$ cat src/rtl/lock_pkg.sv
// lock_pkg
//   Shared types and constants for the combination-lock sequencer.
//   state_t      : supervisory FSM states
//   disp_mode_t  : display mode codes consumed by the HEX driver
//   MAX_DIGIT    : largest legal decimal digit on the switches
//   disp_for()   : maps a state (plus the digit-validity flag) to a display mode
package lock_pkg;

  typedef enum logic [1:0] {
    ENTRY   = 2'd0,
    CLOSED  = 2'd1,
    OPEN    = 2'd2,
    LOCKOUT = 2'd3
  } state_t;

  typedef enum logic [2:0] {
    DISP_DIGIT  = 3'd0,
    DISP_OPEN   = 3'd1,
    DISP_CLOSED = 3'd2,
    DISP_LOCKED = 3'd3,
    DISP_ERROR  = 3'd4
  } disp_mode_t;

  localparam logic [3:0] MAX_DIGIT = 4'd9;

  // ENTRY shows the digit being keyed, or ERROR while the switches hold a
  // non-decimal value; every other state has a fixed display.
  function automatic disp_mode_t disp_for(state_t s, logic invalid_digit);
    disp_mode_t m;
    case (s)
      OPEN:    m = DISP_OPEN;
      CLOSED:  m = DISP_CLOSED;
      LOCKOUT: m = DISP_LOCKED;
      default: m = invalid_digit ? DISP_ERROR : DISP_DIGIT;
    endcase
    return m;
  endfunction

endpackage

$ cat src/rtl/lock_sequencer_if.sv
// lock_sequencer_if
//   Bundles the user/datapath-facing signals of the lock sequencer.
//   enter, clear     : user buttons (levels)
//   digit_in         : switch value being committed
//   digit_match      : datapath compare result for digit_in vs code[digit_idx]
//   digit_idx        : code position currently compared
//   disp_mode        : display mode for the HEX driver
//   tries_left       : remaining attempts
//   is_open          : lock is open
//   lockout_active   : lockout timer running
//   modport master   : user/datapath side
//   modport slave    : sequencer side
interface lock_sequencer_if #(
  parameter int IDX_W = 3
);
  logic             enter;
  logic             clear;
  logic [3:0]       digit_in;
  logic             digit_match;
  logic [IDX_W-1:0] digit_idx;
  logic [2:0]       disp_mode;
  logic [2:0]       tries_left;
  logic             is_open;
  logic             lockout_active;

  modport master (
    output enter, clear, digit_in, digit_match,
    input  digit_idx, disp_mode, tries_left, is_open, lockout_active
  );

  modport slave (
    input  enter, clear, digit_in, digit_match,
    output digit_idx, disp_mode, tries_left, is_open, lockout_active
  );
endinterface

$ cat src/rtl/lockout_timer.sv
// lockout_timer
//   Loadable down-counter. load puts CYCLES-1 into the counter; it then
//   decrements once per clock and parks at zero. done is high while the
//   count is zero, so a state that waits for done after loading dwells
//   exactly CYCLES clocks.
//   clk, rst_n : clock, async active-low reset (count clears to 0)
//   load       : reload request (wins over decrement)
//   done       : count has reached zero
module lockout_timer #(
  parameter int unsigned CYCLES = 1
) (
  input  logic clk,
  input  logic rst_n,
  input  logic load,
  output logic done
);
  localparam int unsigned CNT_W = (CYCLES > 1) ? $clog2(CYCLES) : 1;
  localparam logic [CNT_W-1:0] LOAD_VAL = CNT_W'(CYCLES - 1);

  logic [CNT_W-1:0] cnt;

  always_ff @(posedge clk or negedge rst_n) begin
    if (!rst_n) begin
      cnt <= '0;
    end else if (load) begin
      cnt <= LOAD_VAL;
    end else if (cnt != '0) begin
      cnt <= cnt - CNT_W'(1);
    end
  end

  assign done = (cnt == '0);
endmodule

$ cat src/rtl/lock_sequencer.sv
// lock_sequencer
//   Supervisory FSM for the combination lock. Steps digit_idx through the
//   code while an external datapath reports digit_match, counts failed
//   attempts, imposes a timed lockout after MAX_TRIES failures and selects
//   the display mode. All outputs are registered (Moore).
//   clk    : system clock
//   rst_n  : async active-low reset
//   bus    : lock_sequencer_if.slave (enter, clear, digit_in, digit_match in;
//            digit_idx, disp_mode, tries_left, is_open, lockout_active out)
//   Parameters: CODE_LEN, MAX_TRIES (1..7), LOCKOUT_CYCLES (>=1), IDX_W.
//   Optional: define LOCK_INACTIVITY_TIMEOUT_EN to add an idle timeout
//   (parameter INACT_CYCLES) that abandons a partial entry without
//   consuming a try.
//
//   state   | meaning
//   --------+-----------------------------------------------------------
//   ENTRY   | collecting digits; digit_idx is the position being compared
//   CLOSED  | attempt failed, tries remain; next commit resumes entry
//   OPEN    | correct code entered; clear relocks
//   LOCKOUT | out of tries; timer running, commit/clear ignored
module lock_sequencer
  import lock_pkg::*;
#(
  parameter int CODE_LEN       = 6,
  parameter int MAX_TRIES      = 3,
  parameter int LOCKOUT_CYCLES = 50000000,
  parameter int IDX_W          = $clog2(CODE_LEN)
`ifdef LOCK_INACTIVITY_TIMEOUT_EN
  ,
  parameter int INACT_CYCLES   = 250000000
`endif
) (
  input  logic            clk,
  input  logic            rst_n,
  lock_sequencer_if.slave bus
);
  localparam logic [IDX_W-1:0] LAST_IDX   = IDX_W'(CODE_LEN - 1);
  localparam logic [2:0]       TRIES_INIT = 3'(MAX_TRIES);

  state_t           state;
  state_t           state_nxt;
  logic [IDX_W-1:0] idx_q;
  logic             bad_q;
  logic [2:0]       tries_q;
  disp_mode_t       disp_q;
  logic             is_open_q;
  logic             lockout_q;
  logic             enter_q;

  logic             commit;
  logic             digit_bad;
  logic             last_digit;
  logic             attempt_ok;
  logic [2:0]       tries_dec;
  logic             lock_load;
  logic             lock_done;

  // enter_q resets high so a button held through reset release is not a commit.
  assign commit     = bus.enter & ~enter_q;
  assign digit_bad  = (bus.digit_in > MAX_DIGIT) | ~bus.digit_match;
  assign last_digit = (idx_q == LAST_IDX);
  assign attempt_ok = ~bad_q & ~digit_bad;
  assign tries_dec  = (tries_q != 3'd0) ? tries_q - 3'd1 : 3'd0;

  always_comb begin
    state_nxt = state;
    lock_load = 1'b0;
    case (state)
      ENTRY: begin
        if (!bus.clear && commit && last_digit) begin
          if (attempt_ok) begin
            state_nxt = OPEN;
          end else if (tries_dec == 3'd0) begin
            state_nxt = LOCKOUT;
            lock_load = 1'b1;
          end else begin
            state_nxt = CLOSED;
          end
        end
      end
      CLOSED:  if (bus.clear || commit) state_nxt = ENTRY;
      OPEN:    if (bus.clear) state_nxt = ENTRY;
      LOCKOUT: if (lock_done) state_nxt = ENTRY;
      default: state_nxt = ENTRY;
    endcase
  end

  lockout_timer #(
    .CYCLES (LOCKOUT_CYCLES)
  ) u_lock_timer (
    .clk   (clk),
    .rst_n (rst_n),
    .load  (lock_load),
    .done  (lock_done)
  );

`ifdef LOCK_INACTIVITY_TIMEOUT_EN
  logic idle_load;
  logic idle_done;
  logic idle_abort;

  // Reloaded on each accepted digit and whenever ENTRY is (re)entered, so the
  // count always measures time since the most recent activity.
  assign idle_load  = ((state == ENTRY) && commit && !bus.clear) ||
                      ((state != ENTRY) && (state_nxt == ENTRY));
  assign idle_abort = (state == ENTRY) && (idx_q != '0) && idle_done;

  lockout_timer #(
    .CYCLES (INACT_CYCLES)
  ) u_idle_timer (
    .clk   (clk),
    .rst_n (rst_n),
    .load  (idle_load),
    .done  (idle_done)
  );
`endif

  always_ff @(posedge clk or negedge rst_n) begin
    if (!rst_n) begin
      state     <= ENTRY;
      idx_q     <= '0;
      bad_q     <= 1'b0;
      tries_q   <= TRIES_INIT;
      disp_q    <= DISP_DIGIT;
      is_open_q <= 1'b0;
      lockout_q <= 1'b0;
      enter_q   <= 1'b1;
    end else begin
      enter_q   <= bus.enter;
      state     <= state_nxt;
      disp_q    <= disp_for(state_nxt, bus.digit_in > MAX_DIGIT);
      is_open_q <= (state_nxt == OPEN);
      lockout_q <= (state_nxt == LOCKOUT);
      case (state)
        ENTRY: begin
          if (bus.clear) begin
            idx_q <= '0;
            bad_q <= 1'b0;
          end else if (commit) begin
            if (last_digit) begin
              idx_q <= '0;
              bad_q <= 1'b0;
              if (!attempt_ok) tries_q <= tries_dec;
            end else begin
              idx_q <= idx_q + IDX_W'(1);
              bad_q <= bad_q | digit_bad;
            end
          end
`ifdef LOCK_INACTIVITY_TIMEOUT_EN
          else if (idle_abort) begin
            idx_q <= '0;
            bad_q <= 1'b0;
          end
`endif
        end
        CLOSED: begin
          if (bus.clear || commit) begin
            idx_q <= '0;
            bad_q <= 1'b0;
          end
        end
        OPEN: begin
          if (bus.clear) tries_q <= TRIES_INIT;
        end
        LOCKOUT: begin
          if (lock_done) tries_q <= TRIES_INIT;
        end
        default: begin
          idx_q   <= '0;
          bad_q   <= 1'b0;
          tries_q <= TRIES_INIT;
        end
      endcase
    end
  end

  assign bus.digit_idx      = idx_q;
  assign bus.disp_mode      = disp_q;
  assign bus.tries_left     = tries_q;
  assign bus.is_open        = is_open_q;
  assign bus.lockout_active = lockout_q;
endmodule

$ cat src/flat_wrapper.sv
// flat-port wrapper written by rule: the top's interface ports become plain ports
module lock_sequencer_flat import lock_pkg::*;
#(
  parameter int CODE_LEN       = 6,
  parameter int MAX_TRIES      = 3,
  parameter int LOCKOUT_CYCLES = 50000000,
  parameter int IDX_W          = $clog2(CODE_LEN)

)
  (clk, rst_n, bus_enter, bus_clear, bus_digit_in, bus_digit_match, bus_digit_idx, bus_disp_mode, bus_tries_left, bus_is_open, bus_lockout_active);
  lock_sequencer_if #(.IDX_W(IDX_W)) bus_i ();
  input  logic clk;
  input  logic rst_n;
  input wire logic [$bits(bus_i.enter)-1:0] bus_enter;
  input wire logic [$bits(bus_i.clear)-1:0] bus_clear;
  input wire logic [$bits(bus_i.digit_in)-1:0] bus_digit_in;
  input wire logic [$bits(bus_i.digit_match)-1:0] bus_digit_match;
  output wire logic [$bits(bus_i.digit_idx)-1:0] bus_digit_idx;
  output wire logic [$bits(bus_i.disp_mode)-1:0] bus_disp_mode;
  output wire logic [$bits(bus_i.tries_left)-1:0] bus_tries_left;
  output wire logic [$bits(bus_i.is_open)-1:0] bus_is_open;
  output wire logic [$bits(bus_i.lockout_active)-1:0] bus_lockout_active;
  assign bus_i.enter = bus_enter;
  assign bus_i.clear = bus_clear;
  assign bus_i.digit_in = bus_digit_in;
  assign bus_i.digit_match = bus_digit_match;
  assign bus_digit_idx = bus_i.digit_idx;
  assign bus_disp_mode = bus_i.disp_mode;
  assign bus_tries_left = bus_i.tries_left;
  assign bus_is_open = bus_i.is_open;
  assign bus_lockout_active = bus_i.lockout_active;
  lock_sequencer #(.CODE_LEN(CODE_LEN), .MAX_TRIES(MAX_TRIES), .LOCKOUT_CYCLES(LOCKOUT_CYCLES), .IDX_W(IDX_W)) u_core (.clk(clk), .rst_n(rst_n), .bus(bus_i));
endmodule
$ cat config.mk
export PLATFORM = sky130hd
export DESIGN_NAME = lock_sequencer_flat
export DESIGN_NICKNAME = d
export VERILOG_FILES = /design/src/rtl/lock_pkg.sv /design/src/rtl/lock_sequencer_if.sv /design/src/rtl/lockout_timer.sv /design/src/rtl/lock_sequencer.sv /design/src/flat_wrapper.sv
export SDC_FILE = /design/constraint.sdc
export NUM_CORES = 1
export LEC_CHECK = 0
export ABC_CLOCK_PERIOD_IN_PS = 6020
export BUFFER_PORTS_ARGS = -buffer_cell sky130_fd_sc_hd__buf_2
export CAP_MARGIN = 15
export CELL_PAD_IN_SITES_DETAIL_PLACEMENT = 2
export CELL_PAD_IN_SITES_GLOBAL_PLACEMENT = 2
export CORE_UTILIZATION = 40
export DETAILED_ROUTE_END_ITERATION = 10
export PLACE_DENSITY = 0.92
export SLEW_MARGIN = 10
export SYNTH_ARGS = -nofsm -noshare
export SYNTH_HDL_FRONTEND = slang
export SYNTH_SLANG_ARGS = --single-unit
$ cat constraint.sdc
create_clock -name clk -period 6.02 [get_ports clk]
set_input_delay 0.903 -clock clk [delete_from_list [all_inputs] [get_ports clk]]
set_output_delay 0.903 -clock clk [all_outputs]
set_load 0.02 [all_outputs]
# [Yosys cells after proc, flatten, opt, wreduce, memory -nomap -nowiden]
# Cells that the tools add are included.
[word_totals] ff_bits=41 in_bits=9 out_inout_bits=11 word_cells=83
[op_classes] add_sub_neg=3 n_lt_le_gt_ge=1 eq_ne=15 n_mux=33 bitwise_logic=8 reduce_logical=14
[op_table] cell="two-way mux 26 bit" count=2
[op_table] cell="two-way mux 3 bit" count=12
[op_table] cell="logical NOT 26 bit" count=1
[op_table] cell="nonzero test 26 bit" count=1
[op_table] cell="subtractor 26 x 1 -> 26 bit (second input constant)" count=1
[op_table] cell="case mux 3 bit (3 select lines)" count=2
[op_table] cell="two-way mux 2 bit" count=6
[op_table] cell="== test 2 bit (second input constant)" count=4
[op_table] cell="two-way mux 1 bit" count=8
[op_table] cell="inequality test 2 x 1 -> 1 bit (second input constant)" count=4
[op_table] cell="case mux 2 bit (4 select lines)" count=1
[op_table] cell="AND reduction 7 bit" count=1
[op_table] cell="inequality test 2 bit (second input constant)" count=3
[op_table] cell="case mux 3 bit (2 select lines)" count=1
[op_table] cell="nonzero test 3 bit" count=2
[op_table] cell="== test 2 x 1 -> 1 bit (second input constant)" count=2
[op_table] cell="> comparator 4 bit (second input constant)" count=1
[op_table] cell="NOT 1 bit" count=4
[op_table] cell="nonzero test 2 bit" count=2
[op_table] cell="adder 3 x 1 -> 3 bit (second input constant)" count=1
[op_table] cell="== test 3 bit (second input constant)" count=1
[op_table] cell="logical NOT 3 bit" count=1
[op_table] cell="inequality test 3 x 2 -> 1 bit (second input constant)" count=1
[op_table] cell="AND reduction 3 bit" count=1
[op_table] cell="other kinds (8)" count=11

# [Logic depth before layout (Yosys ltp)]
[logic_depth] word_depth=9 depth_mapped=8 depth_no_buf=7

# [Modules after synthesis]
# A second synthesis with hierarchy kept.
[unflattened] hier_cells=216 hier_area_um2=2158.3
[by_module_without_submodules] module="lockout_timer" instances=1 cells_per_inst=153 area_per_inst_um2=1478.9
[by_module_without_submodules] module="lock_sequencer" instances=1 cells_per_inst=63 area_per_inst_um2=679.4

# [Least setup slack after synthesis]
# OpenSTA, ideal clock, no wires.
[synth_timing] kind="flip-flop to flip-flop" from="register u_core.u_lock_timer.cnt[13]" to="register u_core.u_lock_timer.cnt[19]" setup_time_ns=0.136 arrival_ns=2.213 required_time_ns=5.884 slack_ns=3.670 path_stages_with_launch=8 n_path_buf=2 synth_period_minus_slack_ns=2.350 path_cell_list="dfrtp_1 > or4_1 > clkbuf_1 > or2_2 > clkbuf_8 > o211ai_2 > nor3_1 > or3b_2"
[synth_via] elab_chain_len=3 elab_cells_between_ends=5 classes_between="add/sub (1); mux (2); reduce/logical (2)"
[synth_rtl] item="start, declared" line_no="lockout_timer.sv:20" rtl="logic [CNT_W-1:0] cnt;"
[synth_rtl] item="start signal, assigned" line_no="lockout_timer.sv:28" rtl="cnt <= cnt - CNT_W'(1);"
[synth_rtl] item="subtractor 26 x 1 -> 26 bit" line_no="lockout_timer.sv:28"
[synth_rtl] item="two-way mux 26 bit" line_no="lockout_timer.sv:27" rtl="end else if (cnt != '0) begin"
[synth_rtl] item="two-way mux 26 bit" line_no="lockout_timer.sv:25" rtl="end else if (load) begin"
# Several ways; a longest one is shown, not always the timed one. The select of a mux whose other input is x is not followed.
# A chain may end at the register's enable or synchronous reset.

# [Final worst setup path]
[layout_timing] from="register u_core.u_lock_timer.cnt[0]" to="register u_core.u_lock_timer.cnt[18]"
# The elaborated chain is that of the path after synthesis.

==> summary.md <==
| Metric | Value |
|---|---|
| Starting DRT DRC Count | `59` |
| CP endpoint kind | `flip-flop` |
| Clk_lat worst skew | `0.30 ns` |
| Leading area contributor after synthesis | `dfrtp_1` |
| Sequential area share after synthesis | `0.4685` |
| WS Path Type | `flip-flop to flip-flop` |
| FMAX | `0.2977 GHz` |
| Most frequent cells after synthesis | `dfrtp_1, nand2_1, o21ai_0` |
| H-tree levels | `2` |
| Setup TNS | `0 ns` |
| CTS clk-pin slew, worst paths | `0.08 ns` |
| Die height | `75.22 um` |
| Worst endpoint required time | `6.25 ns` |
| Share of post-route cells with drive strength above 1 | `0.1974` |
| Antenna Cells | `0` |
| CORE AREA | `5140 um2` |
| Clk sinks | `40` |
| Main area contributors after synthesis | `dfrtp_1, dfstp_2, xor2_1, o21ai_0, nand2_1` |
| Initial antenna violation count | `0` |
| Yosys warnings | `0` |
| Clock power frac | `0.448` |
| CTS Buf Count | `5` |
| Total of max-cap violations | `0` |
| Post-synth cell types | `58` |
| Asr flop ratio synth | `1.000` |
| Mean area per synthesized cell | `9.929 um2` |
| Wire length per cell | `21.52 um` |
| Total Wirelength | `6521 um` |
| Die X | `75.22 um` |
| Rows | `26` |
| Final Slew Violations | `0` |
| All-Layer GR Usage | `0.2536` |
| Top-count cell post-synth | `dfrtp_1` |
| Sw frac | `0.2222` |
| DP HPWL | `4217 um` |
| Via count | `1807` |
| Port bufs | `18` |
| Hold Buf Count CTS | `0` |
| Synth Instances | `216` |
| GR Overflow Total | `0` |
| Most used DFF post-synth | `dfrtp_1` |
| Post-route ant nets | `0` |
| Flop pwr share | `0.504` |
| Vias in the first global route | `2017` |
| Starting Density | `0.4172` |
| Ports | `20` |
| Area Overhead vs Synth | `10.79%` |
| Final hold violations | `0` |
| Largest net degree at the start of global routing | `41` |
| Unrepaired setup endpoints after global routing | `no` |
| Clk root buf | `clkbuf_8` |
| CTS tree | `built` |
| Leak pwr | `0.8977 nW` |
| Logic pwr share | `0.048` |
| Slew @ Worst Pin | `1.035 ns` |
| Max Fanout on Critical Path | `11` |
| Nets | `242` |
| Post-synth top area share | `0.4317` |
| Status | `complete, no violations` |
| Cell Area, Synth | `2145 um2` |
| Int Power | `0.4286 mW` |
| Fin Clk Skew | `0.006826 ns` |
| Post-CTS sizing | `0` |
| Full die area | `5658 um2` |
| Crit path DAT | `3.59 ns` |
| Final core occ | `0.4623` |
| Clk buf depth | `2` |
| DRC errors left | `0` |
| Flop and latch count out of synthesis | `40` |
| Syn_nets | `226` |
| Placer Congestion | `0.7416` |
| Min cycle time layout | `3.359 ns` |
| Setup crit start kind | `flip-flop` |
| Max_slew headroom | `0.3050` |
| Number of flops mapped to enable cells by yosys | `0` |
| First-pass GRT wire length | `10250 um` |
| Vias per inst | `5.964` |
| First-pass detailed-route iteration total | `5` |
| Psw | `0.1224 mW` |
| P per Cell Area | `231.9 nW/um2` |
| Postcts setup bufs | `0` |
| Worst hold path class | `flip-flop to flip-flop` |
| Max VDD drop | `0.09342 mV` |
| Setup violators final | `0` |
| Fin crit share | `0.5579` |
layout make-up:
type	instances	area, um2
clock buffer	7	96.34
tap	70	87.58
sequential	40	1005
clock inverter	1	30.03
inverter	7	26.28
timing repair buffer	18	90.09
multi-input combinational	160	1041
fill	574	2764
state kept, by name, indices dropped and copies added (netlist names):
register                   cells
u_core.bus.is_open             1
u_core.state                   1
u_core.u_lock_timer.cnt       26
u_core.bus.lockout_active      1
u_core.bus.tries_left          3
u_core.bad_q                   1
u_core.bus.digit_idx           3
u_core.enter_q                 1
u_core.bus.disp_mode           3
stage by stage:
step	total power, mW	instances	instance area, um2	hold WS [ns]	setup WS (ns)
floorplan	0.2953	216	2145	0.4738	3.670
CTS	0.5539	303	2376	0.5323	2.649
finish	0.5511	303	2376	0.5260	2.661
global placement	0.3082	295	2250	0.5058	3.059
detailed placement	0.3093	295	2250	0.5074	2.897
global route	0.5672	303	2376	0.5748	2.401
critical path: stages (launching register included):
cell and delay, ns:
dfrtp_1 0.41, inv_1 0.11, ha_1 0.23, nor4b_1 0.67, nand3_1 0.63, o31ai_1 0.84, o21ai_0 0.23, a21oi_1 0.16
worst paths after layout:
kind | startpoint | cells past startpoint | to | slack, ns
worst max-delay path | u_core.u_lock_timer.cnt[0]$_DFFE_PN0P_ | 7 | u_core.u_lock_timer.cnt[18]$_DFFE_PN0P_ | 2.66
worst min register to register | u_core.bus.tries_left[0]$_DFFE_PN1P_ | 2 | u_core.bus.tries_left[0]$_DFFE_PN1P_ | 0.53
worst max register to register | u_core.u_lock_timer.cnt[0]$_DFFE_PN0P_ | 7 | u_core.u_lock_timer.cnt[18]$_DFFE_PN0P_ | 2.66
worst min-delay path | u_core.bus.tries_left[0]$_DFFE_PN1P_ | 2 | u_core.bus.tries_left[0]$_DFFE_PN1P_ | 0.53
min in group asynchronous | rst_n | 1 | u_core.u_lock_timer.cnt[10]$_DFFE_PN0P_ | 0.73
max in group asynchronous | rst_n | 1 | u_core.u_lock_timer.cnt[17]$_DFFE_PN0P_ | 4.72
power groups by stage:
stage / Sequential [mW] / Combinational, mW / Clock (mW)
2_1_floorplan: 0.286 / 0.00942 / 0
3_3_place_gp: 0.283 / 0.0256 / 0
3_5_place_dp: 0.283 / 0.0263 / 0
4_1_cts: 0.278 / 0.0271 / 0.249
5_1_grt: 0.278 / 0.0297 / 0.259
6_report: 0.278 / 0.0264 / 0.247
routing by layer:
metal,part of all wire,global-route usage
met1,0.42,0.2910
met4,0.029,0.1111
met3,0.023,0.05489
met5,0,0
met2,0.53,0.4545
logic make-up after synthesis:
logic type / Yosys count / share of synthesized area
simple gates: 94 / 0.2643
flops: 40 / 0.4685
xor+xnor: 10 / 0.04084
mux: 3 / 0.01400
buf+inv: 16 / 0.04609
fa+ha+maj: 1 / 0.005833
compound gates: 52 / 0.1604
placed cells by master (no fill, tap or decap), types with 2 or more instances in the layout:
| cell | n |
|---|---|
| dfrtp_1 | 37 |
| nand2_1 | 18 |
| buf_2 | 18 |
| o21ai_0 | 15 |
| nor3_1 | 13 |
| nor2_1 | 11 |
| a21oi_1 | 9 |
| o31ai_1 | 9 |
| xor2_1 | 9 |
| inv_1 | 7 |
| or3_1 | 7 |
| clkbuf_8 | 7 |
| or2_2 | 5 |
| nand2b_1 | 4 |
| or4_1 | 4 |
| nor4_1 | 4 |
| nand3_1 | 3 |
| mux2i_1 | 3 |
| dfstp_2 | 3 |
| or3_2 | 2 |
| nor3_4 | 2 |
| and4_1 | 2 |
| a31oi_1 | 2 |
| a211oi_1 | 2 |
| nor2b_1 | 2 |
| o21a_1 | 2 |
| and3_1 | 2 |
| o211ai_1 | 2 |
| nand4_1 | 2 |
| or4_2 | 2 |
No activity file was read; power rests on OpenSTA's default activity.
